**src/rtl/cc_dac_pkg.sv**
```systemverilog
// cc_dac_pkg
//   Shared definitions for the DAC transmit path: writer FSM states,
//   zero-code constants for both output encodings and the Q1.15
//   full-scale limits.
package cc_dac_pkg;

  typedef enum logic [1:0] {
    ST_IDLE,
    ST_LOAD,
    ST_SETTLE,
    ST_DONE
  } dac_state_e;

  // Q1.15 input full-scale limits
  localparam int Q15_FULL_POS = 32767;
  localparam int Q15_FULL_NEG = -32768;

  // Zero code of a 12-bit DAC in each encoding
  localparam logic [11:0] DAC_ZERO_TWOS   = 12'h000;
  localparam logic [11:0] DAC_ZERO_OFFSET = 12'h800;

  // Zero code for any DAC width: offset binary parks at mid-scale
  function automatic int dac_zero_code(input int dac_width, input bit offset_binary);
    return offset_binary ? (2 ** (dac_width - 1)) : 0;
  endfunction

endpackage

```
**src/rtl/dac_writer_if.sv**
```systemverilog
// dac_writer_if
//   Bundles the upstream valid/ready sample stream and the DAC-side
//   outputs of one writer channel.
//   master: drives s_valid/s_q15, observes everything else
//   slave : the dac_writer itself
interface dac_writer_if #(
  parameter int Q15_WIDTH = 16,
  parameter int DAC_WIDTH = 12
);
  logic                 s_valid;
  logic                 s_ready;
  logic [Q15_WIDTH-1:0] s_q15;
  logic [DAC_WIDTH-1:0] dac_data;
  logic                 dac_load;
  logic                 busy;
  logic                 settled;
  logic                 clipped;

  modport master (
    output s_valid, s_q15,
    input  s_ready, dac_data, dac_load, busy, settled, clipped
  );

  modport slave (
    input  s_valid, s_q15,
    output s_ready, dac_data, dac_load, busy, settled, clipped
  );
endinterface

```
**src/rtl/dac_code_conv.sv**
```systemverilog
// dac_code_conv
//   Purely combinational Q1.15 -> DAC code converter.
//   q15_i  : signed Q1.15 sample
//   code_o : rounded (half up), symmetrically saturated DAC code,
//            MSB inverted when OFFSET_BINARY
//   clip_o : 1 when saturation altered the rounded value
module dac_code_conv #(
  parameter int Q15_WIDTH     = 16,
  parameter int DAC_WIDTH     = 12,
  parameter int OFFSET_BINARY = 1
) (
  input  logic [Q15_WIDTH-1:0] q15_i,
  output logic [DAC_WIDTH-1:0] code_o,
  output logic                 clip_o
);
  localparam int SHIFT = Q15_WIDTH - DAC_WIDTH;
  localparam int EW    = Q15_WIDTH + 1;

  // One extra bit of headroom so +full-scale plus the rounding term cannot wrap
  localparam logic signed [EW-1:0] RND   = EW'((SHIFT > 0) ? (2 ** (SHIFT - 1)) : 0);
  localparam logic signed [EW-1:0] MAX_E = EW'((2 ** (DAC_WIDTH - 1)) - 1);
  localparam logic signed [EW-1:0] MIN_E = -MAX_E;
  localparam logic [DAC_WIDTH-1:0] MAX_D = DAC_WIDTH'((2 ** (DAC_WIDTH - 1)) - 1);
  localparam logic [DAC_WIDTH-1:0] MIN_D = DAC_WIDTH'(-((2 ** (DAC_WIDTH - 1)) - 1));

  logic signed [EW-1:0]  ext;
  logic signed [EW-1:0]  rnd;
  logic signed [EW-1:0]  shr;
  logic [DAC_WIDTH-1:0]  sat;

  always_comb begin
    ext    = {q15_i[Q15_WIDTH-1], q15_i};
    rnd    = ext + RND;
    shr    = rnd >>> SHIFT;
    sat    = shr[DAC_WIDTH-1:0];
    clip_o = 1'b0;
    // Lower bound is -MAX, not -MAX-1, so the most negative code is never emitted
    if (shr > MAX_E) begin
      sat    = MAX_D;
      clip_o = 1'b1;
    end else if (shr < MIN_E) begin
      sat    = MIN_D;
      clip_o = 1'b1;
    end
    code_o = sat;
    if (OFFSET_BINARY != 0) begin
      code_o[DAC_WIDTH-1] = ~sat[DAC_WIDTH-1];
    end
  end
endmodule

```
**src/rtl/dac_writer.sv**
```systemverilog
// dac_writer
//   Accepts one Q1.15 value per handshake, converts it to a DAC code,
//   presents it with a one-cycle load strobe, waits SETTLE_CYCLES and
//   pulses settled (with clipped) before accepting again.
//   clk : clock
//   rst : asynchronous active-high reset
//   bus : s_valid/s_ready/s_q15 in, dac_data/dac_load/busy/settled/clipped out
module dac_writer
  import cc_dac_pkg::*;
#(
  parameter int DAC_WIDTH     = 12,
  parameter int Q15_WIDTH     = 16,
  parameter int SETTLE_CYCLES = 16,
  parameter int OFFSET_BINARY = 1
) (
  input logic         clk,
  input logic         rst,
  dac_writer_if.slave bus
);
  localparam int CW = (SETTLE_CYCLES > 0) ? $clog2(SETTLE_CYCLES + 1) : 1;
  localparam logic [CW-1:0] CNT_INIT = CW'((SETTLE_CYCLES > 0) ? (SETTLE_CYCLES - 1) : 0);
  localparam logic [DAC_WIDTH-1:0] ZERO_CODE =
      DAC_WIDTH'(dac_zero_code(DAC_WIDTH, OFFSET_BINARY != 0));

  dac_state_e           state_q, state_d;
  logic [CW-1:0]        cnt_q, cnt_d;
  logic [DAC_WIDTH-1:0] dac_data_q;
  logic                 clip_q;
  logic [DAC_WIDTH-1:0] conv_code;
  logic                 conv_clip;
  logic                 accept;

  dac_code_conv #(
    .Q15_WIDTH    (Q15_WIDTH),
    .DAC_WIDTH    (DAC_WIDTH),
    .OFFSET_BINARY(OFFSET_BINARY)
  ) u_conv (
    .q15_i (bus.s_q15),
    .code_o(conv_code),
    .clip_o(conv_clip)
  );

  assign accept = bus.s_valid && (state_q == ST_IDLE);

  always_ff @(posedge clk or posedge rst) begin
    if (rst) begin
      state_q    <= ST_IDLE;
      cnt_q      <= '0;
      dac_data_q <= ZERO_CODE;
      clip_q     <= 1'b0;
    end else begin
      state_q <= state_d;
      cnt_q   <= cnt_d;
      // Captured on the accept edge so the new code is already on the bus
      // during the LOAD cycle, aligned with dac_load.
      if (accept) begin
        dac_data_q <= conv_code;
        clip_q     <= conv_clip;
      end
    end
  end

  always_comb begin
    state_d = state_q;
    cnt_d   = cnt_q;
    case (state_q)
      ST_IDLE: begin
        if (accept) state_d = ST_LOAD;
      end
      ST_LOAD: begin
        if (SETTLE_CYCLES > 0) begin
          state_d = ST_SETTLE;
          cnt_d   = CNT_INIT;
        end else begin
          state_d = ST_DONE;
        end
      end
      ST_SETTLE: begin
        // Counter runs SETTLE_CYCLES-1 .. 0, giving exactly SETTLE_CYCLES cycles
        if (cnt_q == '0) state_d = ST_DONE;
        else             cnt_d   = cnt_q - 1'b1;
      end
      ST_DONE: begin
        state_d = ST_IDLE;
      end
      default: begin
        state_d = ST_IDLE;
      end
    endcase
  end

  assign bus.s_ready  = (state_q == ST_IDLE);
  assign bus.busy     = (state_q != ST_IDLE);
  assign bus.dac_load = (state_q == ST_LOAD);
  assign bus.settled  = (state_q == ST_DONE);
  assign bus.clipped  = (state_q == ST_DONE) && clip_q;
  assign bus.dac_data = dac_data_q;
endmodule

```
**src/flat_wrapper.sv**
```systemverilog
// flat-port wrapper written by rule: the top's interface ports become plain ports
module dac_writer_flat import cc_dac_pkg::*;
#(
  parameter int DAC_WIDTH     = 12,
  parameter int Q15_WIDTH     = 16,
  parameter int SETTLE_CYCLES = 16,
  parameter int OFFSET_BINARY = 1
)
  (clk, rst, bus_s_valid, bus_s_q15, bus_s_ready, bus_dac_data, bus_dac_load, bus_busy, bus_settled, bus_clipped);
  dac_writer_if #(.Q15_WIDTH(Q15_WIDTH), .DAC_WIDTH(DAC_WIDTH)) bus_i ();
  input logic clk;
  input logic rst;
  input wire logic [$bits(bus_i.s_valid)-1:0] bus_s_valid;
  input wire logic [$bits(bus_i.s_q15)-1:0] bus_s_q15;
  output wire logic [$bits(bus_i.s_ready)-1:0] bus_s_ready;
  output wire logic [$bits(bus_i.dac_data)-1:0] bus_dac_data;
  output wire logic [$bits(bus_i.dac_load)-1:0] bus_dac_load;
  output wire logic [$bits(bus_i.busy)-1:0] bus_busy;
  output wire logic [$bits(bus_i.settled)-1:0] bus_settled;
  output wire logic [$bits(bus_i.clipped)-1:0] bus_clipped;
  assign bus_i.s_valid = bus_s_valid;
  assign bus_i.s_q15 = bus_s_q15;
  assign bus_s_ready = bus_i.s_ready;
  assign bus_dac_data = bus_i.dac_data;
  assign bus_dac_load = bus_i.dac_load;
  assign bus_busy = bus_i.busy;
  assign bus_settled = bus_i.settled;
  assign bus_clipped = bus_i.clipped;
  dac_writer #(.DAC_WIDTH(DAC_WIDTH), .Q15_WIDTH(Q15_WIDTH), .SETTLE_CYCLES(SETTLE_CYCLES), .OFFSET_BINARY(OFFSET_BINARY)) u_core (.clk(clk), .rst(rst), .bus(bus_i));
endmodule
```
**config.mk**
```make
export PLATFORM = sky130hd
export DESIGN_NAME = dac_writer_flat
export DESIGN_NICKNAME = d
export VERILOG_FILES = /design/src/rtl/cc_dac_pkg.sv /design/src/rtl/dac_writer_if.sv /design/src/rtl/dac_code_conv.sv /design/src/rtl/dac_writer.sv /design/src/flat_wrapper.sv
export SDC_FILE = /design/constraint.sdc
export NUM_CORES = 1
export LEC_CHECK = 0
export CAP_MARGIN = 20
export CORE_ASPECT_RATIO = 1.2
export CORE_MARGIN = 5
export CORE_UTILIZATION = 35
export CTS_CLUSTER_DIAMETER = 150
export DETAILED_ROUTE_END_ITERATION = 10
export PLACE_DENSITY = 0.59
export SLEW_MARGIN = 20
export SYNTH_ARGS = -nofsm -noshare
export SYNTH_HDL_FRONTEND = slang
export SYNTH_SLANG_ARGS = --single-unit
export TNS_END_PERCENT = 1
```
**constraint.sdc**
```tcl
create_clock -name clk -period 3.69 [get_ports clk]
set_clock_uncertainty 0.15 [all_clocks]
set_input_delay 0.5535 -clock clk [delete_from_list [all_inputs] [get_ports clk]]
set_output_delay 0.5535 -clock clk [all_outputs]
set_load 0.01 [all_outputs]
```
After elaboration in Yosys (flattened, before gate mapping)

Index checks and enable logic that the tools add are counted.

Add/subtract/negate cells: 2
Order comparisons: 2
Muxes and demuxes: 9
Reduce and logical (&&, ||, !) cells: 8
Equal/unequal tests: 6
Bitwise operators: 1

Operators with widths:

| operator                                                                          | number |
|---|---|
| 12-bit 2-to-1 mux                                                                 | 2 |
| 16-bit by 5-bit adder with 17-bit output, second input constant                   | 1 |
| 13-bit by 12-bit greater-than comparator with 1-bit output, second input constant | 1 |
| 13-bit by 12-bit less-than comparator with 1-bit output, second input constant    | 1 |
| 5-bit case mux with 2 select lines                                                | 1 |
| 2-bit case mux with 4 select lines                                                | 1 |
| 5-bit logical NOT                                                                 | 1 |
| 5-bit 2-to-1 mux                                                                  | 1 |
| 5-bit by 1-bit subtractor with 5-bit output, second input constant                | 1 |
| 2-bit == test, second input constant                                              | 2 |
| 2-bit 2-to-1 mux                                                                  | 2 |
| 2-bit by 1-bit != test with 1-bit output, second input constant                   | 2 |
| 2-bit AND reduction                                                               | 2 |
| 2-bit nonzero test                                                                | 2 |
| 2-bit by 1-bit == test with 1-bit output, second input constant                   | 1 |
| 1-bit logical AND                                                                 | 2 |
| 2-bit logical NOT                                                                 | 1 |
| 1-bit 2-to-1 mux                                                                  | 2 |
| 2-bit != test, second input constant                                              | 1 |
| 1-bit NOT                                                                         | 1 |

Output and inout bits: 17
Input bits: 19
Bits in registers: 20
Logic and storage cells: 32

Logic depth before layout (Yosys ltp)

Depth in word-level cells: 5
Mapped depth: 9

Modules after synthesis

Synthesis repeated with hierarchy kept, for this count alone.

Cells, all modules: 153
Area, all modules: 1,458.9 µm²

Modules (own cells, without submodules):

| module        | cells an instance | instances | area an instance (µm²) | sequential area each (µm²) |
|---|---|---|---|---|
| dac_writer    | 67                | 1         | 897.1                  | 501.7 |
| dac_code_conv | 86                | 1         | 561.8                  | 0.0 |

Worst setup path before layout

OpenSTA, ideal clock, no wires.

Path kind: input-to-reg
Start point: in bus_s_q15[3]
End point: reg u_core.dac_data_q[0] (netlist: u_core.bus.dac_data[0])
Cell stages on the path: 8
Path buffers: 2
Path slack: 1.596 ns
Library setup time: 0.126 ns
Data arrival time: 1.818 ns
Path through: ha_1 buf_4 and2_1 clkbuf_1 xnor2_1 a31oi_1 nor4_1 o32a_1

Longest elaborated chain between the ends: 4
Elaborated cells between the ends (all ways): 5
Those cells by class: add/sub: 1; order compare: 2; mux: 2

Ends and longest elaborated chain:

| item                                                    | RTL line            | text |
|---|---|---|
| from (decl)                                             | flat_wrapper.sv:14  | `input wire logic [$bits(bus_i.s_q15)-1:0] bus_s_q15;` |
| 16-bit by 5-bit adder with 17-bit output *              | dac_code_conv.sv:33 | `rnd = ext + RND;` |
| 13-bit by 12-bit less-than comparator with 1-bit output | dac_code_conv.sv:41 | `end else if (shr < MIN_E) begin` |
| 12-bit 2-to-1 mux                                       | dac_code_conv.sv:41 |  |
| 12-bit 2-to-1 mux *                                     | dac_code_conv.sv:38 | `if (shr > MAX_E) begin` |
| to (signal assigned)                                    | dac_writer.sv:57    | `dac_data_q <= conv_code;` |
| to (decl)                                               | dac_writer.sv:27    | `logic [DAC_WIDTH-1:0] dac_data_q;` |

Mark *: on every way between the ends. The rest lies on a longest branch, timed or not.
A chain may end at the register's enable or synchronous reset.

Final worst setup path

Start point: in bus_s_q15[4]
End point: reg u_core.dac_data_q[8] (netlist: u_core.bus.dac_data[8])

Same word-level chain as after synthesis.

==> results.yml <==
clock_network:
  post_cts_resized: 0
  post_cts_buffers: 0
  insertion_delay_ps: 250
  numCtsBuffers: 3
  htreeDepth: 1
  tritoncts: "done"
  cts.sinks: 20
  path_clk_slew_ps: 70
  postCtsHoldBufs: 0
  root_buffer: "clkbuf_8"
  cts_max_path_buffers: 2
timing:
  final.period_utilization_pct: 72.8
  period_needed_ps: 2680
  setup_viol: 0
  rsz0062_at_grt: "false"
  relSlewSlack_pct: 48.4
  fmax_mhz: 372
  timing.setup.tns_ps: 0
  finalHoldWorstSlack_ps: 310
  drv_slew: 0
  hold_viol: 0
  tightest_slew_ps: 773
place:
  numPortBuffers: 32
  gp_congestion: 0.853
  hpwl_um: 2690
  placed_area_um2: 1750
setup_path:
  endpoint_kind: "flop"
  required_ps: 3710
  path_max_fanout: 13
  ff2ff_setup_slack_ps: 1710
  path_class: "input pin to flop"
  cp.arrival_ps: 2710
  critPathLaunchType: "input pin"
power_and_ir_drop:
  p_leak_nw: 0.729
  p_per_area_nw_per_um2: 624
  internal_power_w: 0.000715
  p_switching_w: 0.000409
  p_seq_share_pct: 34.6
  clkPwrFrac_pct: 14.7
  peakVddDrop_mv: 0.155
  power_frac_comb_pct: 50.8
  power.share.switching_pct: 36.4
layout:
  fin_area_um2: 1800
  drive_gt1_share_pct: 6.32
  nNetsFinal: 217
  final_common_cell: "clkdlybuf4s50_1"
  fin_util_pct: 45.7
  final_cell_mix: "32 x clkdlybuf4s50_1, 23 x nand2_1, 19 x dfrtp_1, 13 x o21ai_0"
  n_fill_cell: 423
  syn_to_final_growth_pct: 25.5
  antenna-diode-count: 0
global_route:
  grtUsageTotal_pct: 12.9
  grt_max_degree: 21
  first_global_vias: 1264
  global_route.overflow_total: 0
  antenna_found_initial: 0
  grt_pass1_wl_um: 5580
synth:
  seq_area_frac_synth_pct: 35.0
  synth_area_um2: 1440
  synth_warnings: 0
  ys_ff_latch: 20
  syn-instance-count: 164
  syn_avg_cell_area_um2: 8.75
  yosysUniqueCellTypes: 46
  syn-num-nets: 190
routing:
  drtPass1Iterations: 4
  drt_iter0_drc: 46
  antenna_left: 0
  drc: 0
  viasPerCell: 5.32
  drt-total-wl_um: 3350
  vias: 1298
  wl_per_cell_um: 13.7
floorplan:
  ios: 36
  die_area_um2: 5490
  rows: 25
  core_region_area_um2: 3940
  die_h_um: 80.1
  chipWidth_um: 68.5
  start_util_pct: 36.4
min_path:
  hp-class: "flop to flop"
job:
  drv_cap: 0
status:
  outcome: "completed"
[flip-flops by register name, indices dropped and copies added (netlist names)]
name	flops
u_core.bus.dac_data	12
u_core.state_q	2
u_core.clip_q	1
u_core.cnt_q	5
[cell type report]
class,instances,area [µm²],area share (%)
repair buffers,32,320,17.8
multi-input cells,126,826,45.9
inverters,8,30.0,1.67
clock buffers,4,55.1,3.06
well taps,54,67.6,3.75
flip-flops and latches,20,502,27.9
[power by group through the flow]
| stage | clock, W | combinational (W) | sequential (W) |
|---|---|---|---|
| floorplan | 0 | 0.000293 | 0.000413 |
| global placement | 0 | 0.000564 | 0.000389 |
| detailed placement | 0 | 0.000576 | 0.000395 |
| CTS | 0.000169 | 0.000581 | 0.000391 |
| global route | 0.000179 | 0.000635 | 0.000402 |
| finish | 0.000165 | 0.000570 | 0.000388 |
[worst max-delay path, stage by stage]
cell and delay (ps):
clkdlybuf4s50_1 600, ha_1 360, and2_1 320, nand3_1 130, a21oi_2 410, o21ai_0 200, o211ai_1 130
[cells in the mapped netlist, drive strengths merged]
library cell	number	area share [%]
nand2	23	6.0
dfrtp	19	33
o21ai	14	5.1
buf	8	4.9
inv	8	2.1
nor2	8	2.1
xnor2	8	4.9
ha	7	6.1
nand3	7	2.4
nor3	5	1.7
o211ai	5	2.6
xor2	5	3.1
a21oi	4	1.7
nand4	4	2.2
nor4	4	1.7
and2	3	1.3
and3	3	1.3
and4	3	1.9
a211oi	2	1.0
a31oi	2	0.87
clkbuf	2	0.52
nand2b	2	0.87
o22a	2	1.3
a211o	1	0.61
a21boi	1	0.52
a21o	1	0.52
a22oi	1	0.52
a311o	1	0.70
a311oi	1	0.61
a41o	1	0.70
dfstp	1	1.8
nor2b	1	0.44
o21a	1	0.52
o221a	1	0.78
o22ai	1	0.44
o32a	1	0.70
o41a	1	0.78
o41ai	1	0.61
or3	1	0.78
[path summary, 6_finish.rpt]
check,startpoint,endpoint,depth (start not counted)
hold reg to reg,u_core.bus.dac_data[11],u_core.bus.dac_data[11],2
min in group asynchronous,rst,u_core.bus.dac_data[9],2
setup reg to reg,u_core.state_q[0],u_core.bus.dac_data[8],6
hold / removal,u_core.bus.dac_data[11],u_core.bus.dac_data[11],2
max in group asynchronous,rst,u_core.bus.dac_data[0],2
setup / recovery,bus_s_q15[4],u_core.bus.dac_data[8],7
[cell families (layout without fill, tap and decap cells)]
| family | Yosys count | after routing | synth area share (%) |
|---|---|---|---|
| adders and majority gates | 7 | 7 | 6.10 |
| xor gates and xnor gates | 13 | 13 | 7.93 |
| DFF | 20 | 20 | 35.0 |
| buffers and inverters | 18 | 44 | 7.50 |
| and+or+nand+nor | 64 | 64 | 22.8 |
| AOI/OAI and AO/OA | 42 | 42 | 20.7 |
[per-stage QoR]
stage / power [W] / cells / setup WS [ps]
5_1_grt: 0.00122 / 244 / 849
2_1_floorplan: 0.000705 / 164 / 1600
6_report: 0.00112 / 244 / 1010
4_1_cts: 0.00114 / 244 / 1020
3_5_place_dp: 0.000972 / 240 / 786
3_3_place_gp: 0.000953 / 240 / 841
[layer usage]
metal  global-route usage, %  vias up  share of wire (%)
met1                    15.7      606                 43
met2                    22.1       39                 51
met4                    6.16        0                2.5
met5                       0        -                  0
met3                   0.979        8                3.6
li1                        -      645                  -
Note: power is estimated with default switching activity, not from simulation.
